--- config.mk ---
export PLATFORM = sky130hd
export DESIGN_NAME = xbox_mem_arb
export DESIGN_NICKNAME = d
export VERILOG_FILES = /design/src/rtl/xbox_mem_arb.sv
export SDC_FILE = /design/constraint.sdc
export NUM_CORES = 1
export LEC_CHECK = 0
export ABC_AREA = 0
export CORE_AREA = 2 2 543 545
export CTS_CLUSTER_SIZE = 10
export DETAILED_ROUTE_END_ITERATION = 6
export DIE_AREA = 0 0 545 547
export GPL_TIMING_DRIVEN = 1
export PLACE_DENSITY = 0.3
export RECOVER_POWER = 100
export SLEW_MARGIN = 20
export SYNTH_ARGS = -nofsm -noshare
export SYNTH_HDL_FRONTEND = slang
export SYNTH_SLANG_ARGS = --single-unit
--- constraint.sdc ---
create_clock -name clk -period 4.5 [get_ports clk]
set_input_delay 0.675 -clock clk [delete_from_list [all_inputs] [get_ports clk]]
set_output_delay 0.675 -clock clk [all_outputs]
set_load 0.1 [all_outputs]
--- src/rtl/xbox_mem_arb.sv ---
// xbox_mem_arb: shares one XBOX memory port between NUM_REQ requesters.
// Round-robin by default; define XBOX_ARB_FIXED_PRIO_EN for fixed priority.
module xbox_mem_arb #(
    parameter int NUM_REQ            = 2,
    parameter int LOG2_LINES_PER_MEM = 8,
    parameter int MAX_BURST          = 4
) (
    input  logic                                         clk,
    input  logic                                         rst,
    input  logic [NUM_REQ-1:0]                           req_valid,
    input  logic [NUM_REQ-1:0]                           req_wr,
    input  logic [NUM_REQ-1:0]                           req_last,
    input  logic [NUM_REQ-1:0][LOG2_LINES_PER_MEM-1:0]   req_addr,
    input  logic [NUM_REQ-1:0][7:0][31:0]                req_wdata,
    input  logic [NUM_REQ-1:0][31:0]                     req_be,
    output logic [NUM_REQ-1:0]                           req_ready,
    output logic [NUM_REQ-1:0]                           rsp_valid,
    output logic [7:0][31:0]                             rsp_rdata,
    output logic [LOG2_LINES_PER_MEM-1:0]                xlr_mem_addr,
    output logic [7:0][31:0]                             xlr_mem_wdata,
    output logic [31:0]                                  xlr_mem_be,
    output logic                                         xlr_mem_rd,
    output logic                                         xlr_mem_wr,
    input  logic [7:0][31:0]                             xlr_mem_rdata,
    output logic                                         busy
);

    localparam int OW = (NUM_REQ > 1) ? $clog2(NUM_REQ) : 1;
    localparam int BW = $clog2(MAX_BURST + 1);

    localparam logic [1:0] S_IDLE = 2'b00;
    localparam logic [1:0] S_OWN  = 2'b01;

    logic [1:0]    state;
    logic [OW-1:0] owner;
    logic [BW-1:0] beat_cnt;
    logic [BW-1:0] beat_nxt;
    logic          rsp_pend;
    logic [OW-1:0] rsp_owner;
    logic          own_ok;
    logic          accept;
    logic          rel;
    logic          grant_found;
    logic [OW-1:0] grant_idx;

    // An out-of-range owner is treated as not owning the port.
    assign own_ok   = (state == S_OWN) && (int'(owner) < NUM_REQ);
    assign accept   = own_ok && req_valid[owner];
    assign beat_nxt = beat_cnt + BW'(1);
    assign rel      = accept &&
                      (req_last[owner] || (beat_nxt == BW'(MAX_BURST)));

`ifdef XBOX_ARB_FIXED_PRIO_EN
    // Fixed priority: scan downward so the lowest valid index wins.
    always_comb begin
        grant_found = 1'b0;
        grant_idx   = '0;
        for (int i = NUM_REQ - 1; i >= 0; i--) begin
            if (req_valid[i]) begin
                grant_found = 1'b1;
                grant_idx   = OW'(i);
            end
        end
    end
`else
    logic [OW-1:0] rr_ptr;

    // Round-robin: first valid requester after the last owner.
    always_comb begin
        grant_found = 1'b0;
        grant_idx   = '0;
        for (int i = 1; i <= NUM_REQ; i++) begin
            if (!grant_found &&
                req_valid[OW'((int'(rr_ptr) + i) % NUM_REQ)]) begin
                grant_found = 1'b1;
                grant_idx   = OW'((int'(rr_ptr) + i) % NUM_REQ);
            end
        end
    end

    // Remember the releasing owner so it is searched last next time.
    always_ff @(posedge clk) begin
        if (rst) begin
            rr_ptr <= OW'(NUM_REQ - 1);
        end else if (rel) begin
            rr_ptr <= owner;
        end
    end
`endif

    // Ownership FSM: grant in IDLE, lock the port until last/burst cap.
    always_ff @(posedge clk) begin
        if (rst) begin
            state    <= S_IDLE;
            owner    <= '0;
            beat_cnt <= '0;
        end else begin
            case (state)
                S_IDLE: begin
                    beat_cnt <= '0;
                    if (grant_found) begin
                        state <= S_OWN;
                        owner <= grant_idx;
                    end
                end
                S_OWN: begin
                    if (!own_ok) begin
                        state    <= S_IDLE;
                        owner    <= '0;
                        beat_cnt <= '0;
                    end else if (rel) begin
                        state    <= S_IDLE;
                        beat_cnt <= '0;
                    end else if (accept) begin
                        beat_cnt <= beat_nxt;
                    end
                end
                default: begin
                    state    <= S_IDLE;
                    owner    <= '0;
                    beat_cnt <= '0;
                end
            endcase
        end
    end

    // Memory port mux: driven only on an accepted beat, zero otherwise.
    always_comb begin
        req_ready     = '0;
        busy          = own_ok;
        xlr_mem_addr  = '0;
        xlr_mem_wdata = '0;
        xlr_mem_be    = '0;
        xlr_mem_rd    = 1'b0;
        xlr_mem_wr    = 1'b0;
        if (own_ok) begin
            req_ready[owner] = 1'b1;
        end
        if (accept) begin
            xlr_mem_addr = req_addr[owner];
            if (req_wr[owner]) begin
                xlr_mem_wr    = 1'b1;
                xlr_mem_wdata = req_wdata[owner];
                xlr_mem_be    = req_be[owner];
            end else begin
                xlr_mem_rd = 1'b1;
            end
        end
    end

    // Track which requester the returning read line belongs to.
    always_ff @(posedge clk) begin
        if (rst) begin
            rsp_pend  <= 1'b0;
            rsp_owner <= '0;
        end else begin
            rsp_pend <= xlr_mem_rd;
            if (xlr_mem_rd) begin
                rsp_owner <= owner;
            end
        end
    end

    // Response pulse and shared read-data bus, gated by the pending flag.
    always_comb begin
        rsp_valid = '0;
        rsp_rdata = '0;
        if (rsp_pend) begin
            rsp_valid[rsp_owner] = 1'b1;
            rsp_rdata            = xlr_mem_rdata;
        end
    end

endmodule

# --- Word-level counts from Yosys, hierarchy flattened ---
# Cells that the tools add are included.
classes:
  add_sub_neg: 3
  order_cmp: 6
  n_eq_ne: 4
  muxes: 41
  n_bitwise: 1
  n_reduce_logical: 11
op_table:
  columns: ["operator", "n"]
  rows:
  - ["$mux 256", 5]
  - ["$mux 32", 4]
  - ["$mux 8", 3]
  - ["$mux 1", 21]
  - ["$mux 2", 4]
  - ["$lt 1x3->1 const B", 2]
  - ["$logic_and 1x1->1", 5]
  - ["$lt 1x2->1 const B", 2]
  - ["$pmux 2 s2", 1]
  - ["$reduce_and 2->1", 2]
  - ["$add 3x1->3 const B", 1]
  - ["$eq 3x3->1 const B", 1]
  - ["$reduce_or 3->1", 1]
  - ["$add 1x1->1 const B", 2]
  - ["$demux 1 s1", 2]
  - ["$eq 2x1->1 const B", 1]
  - ["$ge 1x1->1 const B", 2]
  - ["$logic_not 2->1", 1]
  - ["$ne 2x1->1 const B", 1]
  - ["$ne 2x2->1 const B", 1]
  - ["$pmux 1 s2", 1]
  - ["$logic_not 1->1", 1]
  - ["$logic_or 1x1->1", 1]
  - ["$not 1->1", 1]
totals:
  regBits: 9
  input_bits: 856
  out_inout_bits: 559
  wordCells: 72

# --- Longest topological paths before layout ---
# Gate-level depths: netlist of run 1.
depth:
  depth_word: 10
  ltp_mapped: 7
  depth_no_buf: 5

# --- Least setup slack after synthesis of run 1 ---
# No wires, ideal clock.
synth_timing:
  path_type: "register to output"
  startpoint: "register state[0]"
  endpoint: "output xlr_mem_rd"
  t_arrival_ns: 3.698
  t_required_ns: 3.825
  slack_ns: 0.127
  path_stages_with_launch: 4
  n_path_buf: 1
  path_cell_list: "dfxtp_1 clkbuf_1 nand2_1 a211oi_1"
synth_via:
  elab_chain_cells: 3
synth_lines:
  columns: ["element", "line", "rtl"]
  rows:
  - ["from (decl)", "34", "logic [1:0] state;"]
  - ["from (signal assigned)", "94", "state <= S_IDLE;"]
  - ["from (signal assigned)", "102", "state <= S_OWN;"]
  - ["from (signal assigned)", "108", "state <= S_IDLE;"]
  - ["$eq 2x1->1", "47", "assign own_ok = (state == S_OWN) && (int'(owner) < NUM_REQ);"]
  - ["$logic_and 1x1->1", "48", "assign accept = own_ok && req_valid[owner];"]
  - ["$mux 1", "139", "if (accept) begin"]
  - ["to (decl)", "22", "output logic xlr_mem_rd,"]
# No other way between the ends.

==> results.md, run 1 <==
* Total of max-cap violations at 13
* Post-synth top area cell: mux2i_1
* Wire per inst at 35.14 um
* Post-synthesis cell type count at 27
* Final instance area at 24010 um^2
* Post-synth EDFFs at 0
* Post-CTS Setup Repair Bufs at 0
* Main combinational cell family by area after synthesis: multiplexers
* Maximum clock rate at 234.7 MHz
* Worst path arrival time at 3.59 ns
* Post-synth ARST share at 0%
* Post-Route WL at 224400 um
* Final-layout fill cell count at 34.51k
* Worst-path maximum fanout at 91
* All-Layer GR Usage at 14.42%
* CTS Sinks at 8
* Die Wd at 545 um
* Placed cell area at 26750 um^2
* PostCTS Resize Cnt at 0
* Max-slew headroom at -21.69%
* Layout cells sized above 1 at 24.18%
* Status: finished, violations left
* Final hold violation count at 0
* Final clock skew at 0.001665 ns
* Fin crit period at 4.261 ns
* RSZ-0062 raised after global routing: false
* Violated checks: capacitance limit, slew limit
* Critical Path RT at 3.83 ns
* Via count at 14.98k
* Crit path launch type: primary input
* Antenna Violating Nets Remaining at 0
* Finish-stage setup viols at 0
* Final slew viol count at 12
* Input/output buffers at 1414
* Worst Tran Pin Value at 1.833 ns
* Worst Hold Class: reg2reg
* Worst reg2reg setup slack at 1.76 ns
* GR Overflow Total at 0
* Worst stage delay on the critical path at 0.78 ns
* Vias per cell at 2.346
* CTS tree: done
* Synth area leaders: mux2i_1 45%, and2_1 25%, nor2_1 17%, buf_2 4.2%, dfxtp_1 2.4%
* Initial drt markers at 881
* Clock Tree Root: clkbuf_16
* Synthesized flop and latch total at 8
* Vias in the first global route at 15.08k
* Sequential area share after synthesis at 2.449%
* Die Area at 298100 um^2
* Starting Density at 2.235%
* Post-synthesis simple-gate area fraction at 43.47%
* Max VDD drop at 84.35 uV
* Synthesized Nets at 1850
* Clock transition at the registers of the reported paths at 0.04 ns
* CTS Hold Buffers Added at 0
* CP max-delay cell: dlymetal6s2s_1
* Dpl cells at 6339
* Ys flop type: dfxtp_1
* Commonest non-fill, non-tap cell in the layout: clkdlybuf4s50_1
* Commonest non-fill, non-tap cells in the layout: 853 x clkdlybuf4s50_1, 337 x clkbuf_2, 301 x nor2_1
* Drt drc at 0
* Crit-path cells: clkdlybuf4s50_1 > nor2b_1 > a32o_1 > nand2_4 > buf_12 > nor2_1 > dlymetal6s2s_1
* Placer Congestion at 0.8679
* Critical Path End Type: output port
* Final Net Count at 3283
* Total core area at 292600 um^2
* Fin Setup TNS at 0 ns
* Pin count of the biggest net entering global routing at 97
* Top-area cell type share of the netlist area at 45.46%
* Finished Layout Cells at 6385
* First-pass GRT wire length at 256600 um
* Pwr Density at 132.1 nW/um^2
* Syn Area/Cell at 6.592 um^2
* Adder-Cell Fraction of Synth Area at 0.3827%
* Post-synthesis xor/xnor area fraction at 0.1339%
* Worst path buffer plus inverter count at 3
* Critical path class: in2out
* Final period utilization at 94.68%
* Post-Syn Instances at 992
* Layout area overhead at 267.1%
* Die H at 547 um
* Clock buffer depth at 2
* Pleak at 8.809 nW
* Multiplexer share of the synthesized area at 45.87%
* Yosys warns at 0
* Initial antenna violation count at 317
* H-tree depth at 1
* Tot Pwr at 3.171 mW
* HPWL Detailed at 215000 um
* Crit path max-delay family: buffers and inverters
* Rows at 199
* Skew-Pair Late Insertion Delay at 0.24 ns
* TritonCTS Buffers at 3
* Post-synthesis compound-gate area fraction at 1.014%
* Mapped Area at 6539 um^2
* DR pass1 iterations at 5
* Top Ports at 1415
through the flow:
step           utilization, %  setup slack, ns  hold WS, ns
4_1_cts                 9.169           0.3170       0.4278
3_5_place_dp            9.144           0.3535       0.4239
2_1_floorplan               -           0.1273       0.4088
5_1_grt                 8.175           0.1671       0.4550
3_3_place_gp            9.135           0.3412       0.4179
6_report                8.205           0.2393       0.4253
sequential cells by signal (all words and copies together), names as in the netlist:
register,count
beat_cnt,3
owner,1
rr_ptr,1
rsp_owner,1
rsp_pend,1
state,1
cells by family (layout without fill, tap and decap cells):
group	after synthesis	after routing
AO/OA/AOI/OAI	10	10
buffers and inverters	96	1527
adder cells (fa/ha/maj)	2	2
XOR/XNOR	1	1
AND/OR/NAND/NOR	576	576
flip-flops	8	8
other	0	43
multiplexers	299	299
path summary, 6_finish.rpt:
check / from / endpoint / depth (start not counted)
hold reg to reg: rr_ptr / owner / 1
setup reg to reg: owner / rsp_pend / 4
setup / recovery: req_wr[0] / xlr_mem_wdata[170] / 7
hold / removal: rr_ptr / owner / 1
metal layers:
layer	vias to the layer above	track usage (%)	share of wire [%]
li1	6150	-	-
met2	1426	25.01	47
met3	450	4.677	9.2
met1	6905	17.54	41
met5	-	0	0.14
met4	50	1.975	2.4
cell type report:
class	instances	area [um^2]	area share, %
tap	3919	4903	20.43
antenna	43	107.6	0.4482
sequential	8	163.9	0.6828
clock buffer	3	75.07	0.3127
multi-input combinational	888	6096	25.39
timing repair buffer	1523	12660	52.72
inverter	1	3.754	0.01564
cells in the mapped netlist, types with 2 or more instances:
| cell | instances |
|---|---|
| nor2_1 | 301 |
| mux2i_1 | 297 |
| and2_1 | 258 |
| buf_2 | 55 |
| clkbuf_1 | 39 |
| dfxtp_1 | 8 |
| nor2b_1 | 5 |
| a21oi_1 | 4 |
| nand2_1 | 4 |
| a211oi_1 | 2 |
| ha_1 | 2 |
| nor3_1 | 2 |
report_power, final:
part	switching, mW	total (mW)	internal, mW
clock	0.0357	0.150	0.115
combinational	1.88	2.94	1.05
sequential	0.00944	0.0832	0.0738
total	1.93	3.17	1.24
Power figures use the tool's default switching activity.
==> run 2, diff against run 1 <==
--- a/config.mk
+++ b/config.mk
@@ -11,6 +11,7 @@
 export DETAILED_ROUTE_END_ITERATION = 6
 export DIE_AREA = 0 0 545 547
 export GPL_TIMING_DRIVEN = 1
+export HOLD_SLACK_MARGIN = 0.05
 export PLACE_DENSITY = 0.3
 export RECOVER_POWER = 100
 export SLEW_MARGIN = 20
==> results of run 2 <==
The final DEF is identical to that of run 1; final timing and power are the same.
==> run 3, diff against run 2 <==
--- a/config.mk
+++ b/config.mk
@@ -7,6 +7,7 @@
 export LEC_CHECK = 0
 export ABC_AREA = 0
 export CORE_AREA = 2 2 543 545
+export CTS_CLUSTER_DIAMETER = 80
 export CTS_CLUSTER_SIZE = 10
 export DETAILED_ROUTE_END_ITERATION = 6
 export DIE_AREA = 0 0 545 547
==> results of run 3 <==
The final DEF is identical to that of run 1; final timing and power are the same.
==> RTL edit 1, RTL diff (settings of run 1) <==
Add a define of `XBOX_ARB_FIXED_PRIO_EN`.
--- a/src/rtl/xbox_mem_arb.sv
+++ b/src/rtl/xbox_mem_arb.sv
@@ -2,2 +2,4 @@
 // Round-robin by default; define XBOX_ARB_FIXED_PRIO_EN for fixed priority.
+`define XBOX_ARB_FIXED_PRIO_EN
+
 module xbox_mem_arb #(
Behaviour: no difference found for any inputs over 4 cycles, from zero or initial values and one cycle with rst high; that may be too few to reach the edited logic, so the function may still have changed.
==> RTL edit 1 against run 1 <==
  * The run still ends with max-capacitance violations, max-slew violations left
  * Final area down 2.4%
  * Die area unchanged
  * Area after synthesis up 0.71%
  * Routed wire length down 5.3%
  * Sequential cell count down 1
  * Worst setup slack better by 0.17 ns
  * Clock skew about the same
  * Total power up 0.37%
  * Sequential share of layout area down 0.069 points
  * Utilization down 0.19 points
  * Sequential power up 2%
==> RTL edit 1: results (changes against run 1) <==
metric	value	unit	change
drt-vias-per-instance	2.271		was 2.346
met2WireLength	104800	um	was 105700 um
groute.layer.met1.usage	0.1419		was 0.1754
totalWireLength	212600	um	was 224400 um
wire_per_inst	33.54	um	was 35.14 um
synth_compound_area_frac	0.01425		was 0.01014
final_nets	3225		was 3283
dp.final_hpwl	202600	um	was 215000 um
first_pass_iters	5		unchanged
synth_fa_ha_area_frac	0.003800		was 0.003827
holdPathStages	2		was 1
endpoint	xlr_mem_wdata[87]		was xlr_mem_wdata[170]
met1_length	75130	um	was 92170 um
grt_max_degree	227		was 97
p_sw	1.993	mW	was 1.927 mW
drive_gt1_frac	0.2198		was 0.2418
outcome	finished with violations		unchanged
drt_iter0_markers	722		was 881
yosysSeqAreaShare	0.02128		was 0.02449
regMostFlops	beat_cnt		unchanged
reg2reg_to	rsp_pend		unchanged
maxCapViolations	9		was 13
synth-xor-area-share	0.001330		was 0.001339
fin_worst_hold_slack	0.5091	ns	was 0.4253 ns
ff2ff_path_depth	3		was 4
grt_use_met2	0.2480		was 0.2501
use_met3	0.06267		was 0.04677
grt_pass1_wl	241900	um	was 256600 um
whs_endpoint	beat_cnt[1]		was owner
grt_use_total	0.1358		was 0.1442
slew_headroom	-0.1881		was -0.2169
min-delay-start	beat_cnt[1]		was rr_ptr
slowest_delay	0.69	ns	was 0.78 ns
gp_congestion	0.8695		was 0.8679
dr_wl_met3	25740	um	was 20710 um
path_max_fanout	66		was 91
ff2ff_setup_slack	2.30	ns	was 1.76 ns
syn_nets	1851		was 1850
violations	max-capacitance violations, max-slew violations		unchanged
synth_mux_area_frac	0.4530		was 0.4587
cp_slowest_cell	dlygate4sd3_1		was dlymetal6s2s_1
largest_reg_flops	3		unchanged
antenna_found_initial	274		was 317
sw_frac_of_total	0.6264		was 0.6079
syn_inst	993		was 992
slew_violations	9		was 12
placed_cells	6281		was 6339
grt_pass1_vias	14420		was 15080
synth.area.top_cells	mux2i_1, and2_1, nor2_1		unchanged
synthTopCellsByCount	mux2i_1, nor2_1, and2_1		was nor2_1, mux2i_1, and2_1
cp-startpoint	req_wr[1]		was req_wr[0]
finClkSkew	0.001215	ns	was 0.001665 ns
vdd_ir_drop_max	0.08379	mV	was 0.08435 mV
cts_buffer_depth	2		unchanged
leakagePower	8.418	nW	was 8.809 nW
==> RTL edit 1: cell count changes after synthesis, sizes merged, moves of 2 or more <==
cell	run 1	this run
clkbuf	39	29
mux2	2	0
nand4b	0	3
o21ai	1	4
a21oi	5	2
and3b	0	2
o22ai	0	2
nand2	4	2
nor2b	5	3
buf	56	67
inv	1	3
nor2	301	298
==> RTL edit 1: power by group through the flow <==
stage               logic [mW]  registers, mW  clock network [mW]
floorplan                 1.45         0.0726                   0
global placement          3.17         0.0854                   0
detailed placement        3.20         0.0863                   0
CTS                       3.21         0.0855               0.155
global route              3.08         0.0871               0.156
finish                    2.94         0.0850               0.155
==> RTL edit 1: through the flow <==
stage	utilization	area [um^2]	total power, mW	setup slack [ns]
floorplan	-	6585	1.525	0.09747
global placement	0.08805	25760	3.256	0.5952
detailed placement	0.08881	25980	3.284	0.5657
CTS	0.08908	26060	3.447	0.3338
global route	0.07989	23370	3.319	0.2719
finish	0.08011	23440	3.182	0.4053
==> RTL edit 1: final cells by class <==
class	instances	area (um^2)
fill	34530	269100
timing repair buffer	1465	12080
multi-input combinational	887	6088
tap	3919	4903
sequential	7	143.9
antenna	53	132.6
clock buffer	4	78.83
inverter	3	11.26
==> RTL edit 1: critical path, delay by kind of cell <==
family	cells	cell delay, ns
buffers and inverters	4	1.74
AOI/OAI and AO/OA	1	0.45
and+or+nand+nor	2	0.38
==> RTL edit 1: logic make-up after synthesis <==
family                     count (synthesis)
and+or+nand+nor                          572
adders and majority gates                  2
xor gates and xnor gates                   1
muxes                                    298
AOI/OAI and AO/OA                         14
DFF                                        7
buffers and inverters                     99
==> RTL edit 2, RTL diff (config.mk and constraints of run 1) <==
Without the edit above. Make the reset (`rst`) asynchronous in 3 clocked blocks.
--- a/src/rtl/xbox_mem_arb.sv
+++ b/src/rtl/xbox_mem_arb.sv
@@ -81,3 +81,3 @@
     // Remember the releasing owner so it is searched last next time.
-    always_ff @(posedge clk) begin
+    always_ff @(posedge clk or posedge rst) begin
         if (rst) begin
@@ -91,3 +91,3 @@
     // Ownership FSM: grant in IDLE, lock the port until last/burst cap.
-    always_ff @(posedge clk) begin
+    always_ff @(posedge clk or posedge rst) begin
         if (rst) begin
@@ -151,3 +151,3 @@
     // Track which requester the returning read line belongs to.
-    always_ff @(posedge clk) begin
+    always_ff @(posedge clk or posedge rst) begin
         if (rst) begin
Behaviour: differs if rst is asserted again (counterexample within 4 cycles, from zero or initial values and one cycle with rst high); with rst held inactive, the same outputs for 4 cycles.
==> RTL edit 2 against run 1 <==
  * The flow still finishes with violations (max-capacitance violations, max-slew violations)
  * Routed wire length increased by 5.5%
  * Fmax increased by 3.4%
  * Register-to-register slack improved by 0.57 ns
  * Sequential cell count unchanged
  * Worst setup slack improved by 0.14 ns
  * Area after synthesis increased by 1.3%
  * Final area decreased by 1.1%
  * Critical path depth unchanged
  * Clock skew decreased by 0.0012 ns
Power is left out: it rests on default switching activity, and per cell area and clock period it moved more than threefold.
==> RTL edit 2: results (changes against run 1) <==
metric	value	unit	change
syn_nets	1856		was 1850
syn_inst	998		was 992
finClkSkew	0.0004463	ns	was 0.001665 ns
placed_cells	6309		was 6339
drive_gt1_frac	0.1980		was 0.2418
grt_max_degree	121		was 97
outcome	finished with violations		unchanged
final_cells	6355		was 6385
synthTopCellsByCount	nor2_1, mux2i_1, and2_1		unchanged
wire_per_inst	37.24	um	was 35.14 um
grt_pass1_wl	267300	um	was 256600 um
slew_violations	2		was 12
synth.area.top_cells	mux2i_1, and2_1, nor2_1		unchanged
antenna_found_initial	315		was 317
maxCapViolations	3		was 13
final_nets	3253		was 3283
crit_arrival	3.45	ns	was 3.59 ns
dp.final_hpwl	227800	um	was 215000 um
slew_headroom	-0.1529		was -0.2169
nFillCells	34520		was 34510
first_pass_iters	4		was 5
gp_congestion	0.8393		was 0.8679
path_max_fanout	33		was 91
grt_pass1_vias	14790		was 15080
violations	max-capacitance violations, max-slew violations		unchanged
vias	14480		was 14980
[RTL edit 2: kinds of logic after synthesis]
group / after synthesis / share of synthesized area
mux: 299 / 0.4521
compound gates: 15 / 0.01379
xor+xnor: 1 / 0.001323
flops: 8 / 0.03042
simple gates: 573 / 0.4268
buf+inv: 100 / 0.07179
fa+ha+maj: 2 / 0.003778
[RTL edit 2: critical path, stage by stage]
cell and delay [ns]:
dlygate4sd3_1 0.63, and3b_1 0.24, o21ai_4 0.54, buf_12 0.28, clkbuf_1 0.40, nor2_1 0.13, clkbuf_2 0.50
[RTL edit 2: stage by stage]
stage	utilization	hold slack (ns)	cell area, um^2	setup WS, ns
after floorplan	-	0.4899	6623	0.7509
after global placement	0.09126	0.5254	26700	0.2251
after detailed placement	0.09153	0.5275	26780	0.5516
after CTS	0.09180	0.5348	26860	0.5335
after global routing	0.08083	0.5671	23650	0.2256
final	0.08113	0.5335	23740	0.3775
[RTL edit 2: path summary, 6_finish.rpt]
path,startpoint,to,slack (ns),depth (start not counted)
min in group asynchronous,rst,owner,0.86,2
worst max register to register,owner,beat_cnt[0],2.33,4
max in group asynchronous,rst,rr_ptr,3.34,2
worst min register to register,rr_ptr,rr_ptr,0.53,2
worst max-delay path,req_valid[0],xlr_mem_wdata[176],0.38,7
worst min-delay path,rr_ptr,rr_ptr,0.53,2
[RTL edit 2: final cells by class]
cell class / instances / area [um^2] / area share
antenna: 42 / 105.1 / 0.004428
clock buffer: 4 / 78.83 / 0.003321
inverter: 5 / 18.77 / 0.0007907
multi-input combinational: 890 / 6070 / 0.2557
sequential: 8 / 206.4 / 0.008698
tap: 3919 / 4903 / 0.2066
timing repair buffer: 1487 / 12350 / 0.5205
[RTL edit 2: layer usage]
metal,vias up,GRT usage,share of wire
met3,491,0.1300,0.19
met4,110,0.006105,0.014
li1,6100,-,-
met1,6338,0.1618,0.37
met2,1436,0.2375,0.42
met5,-,0,0.0028
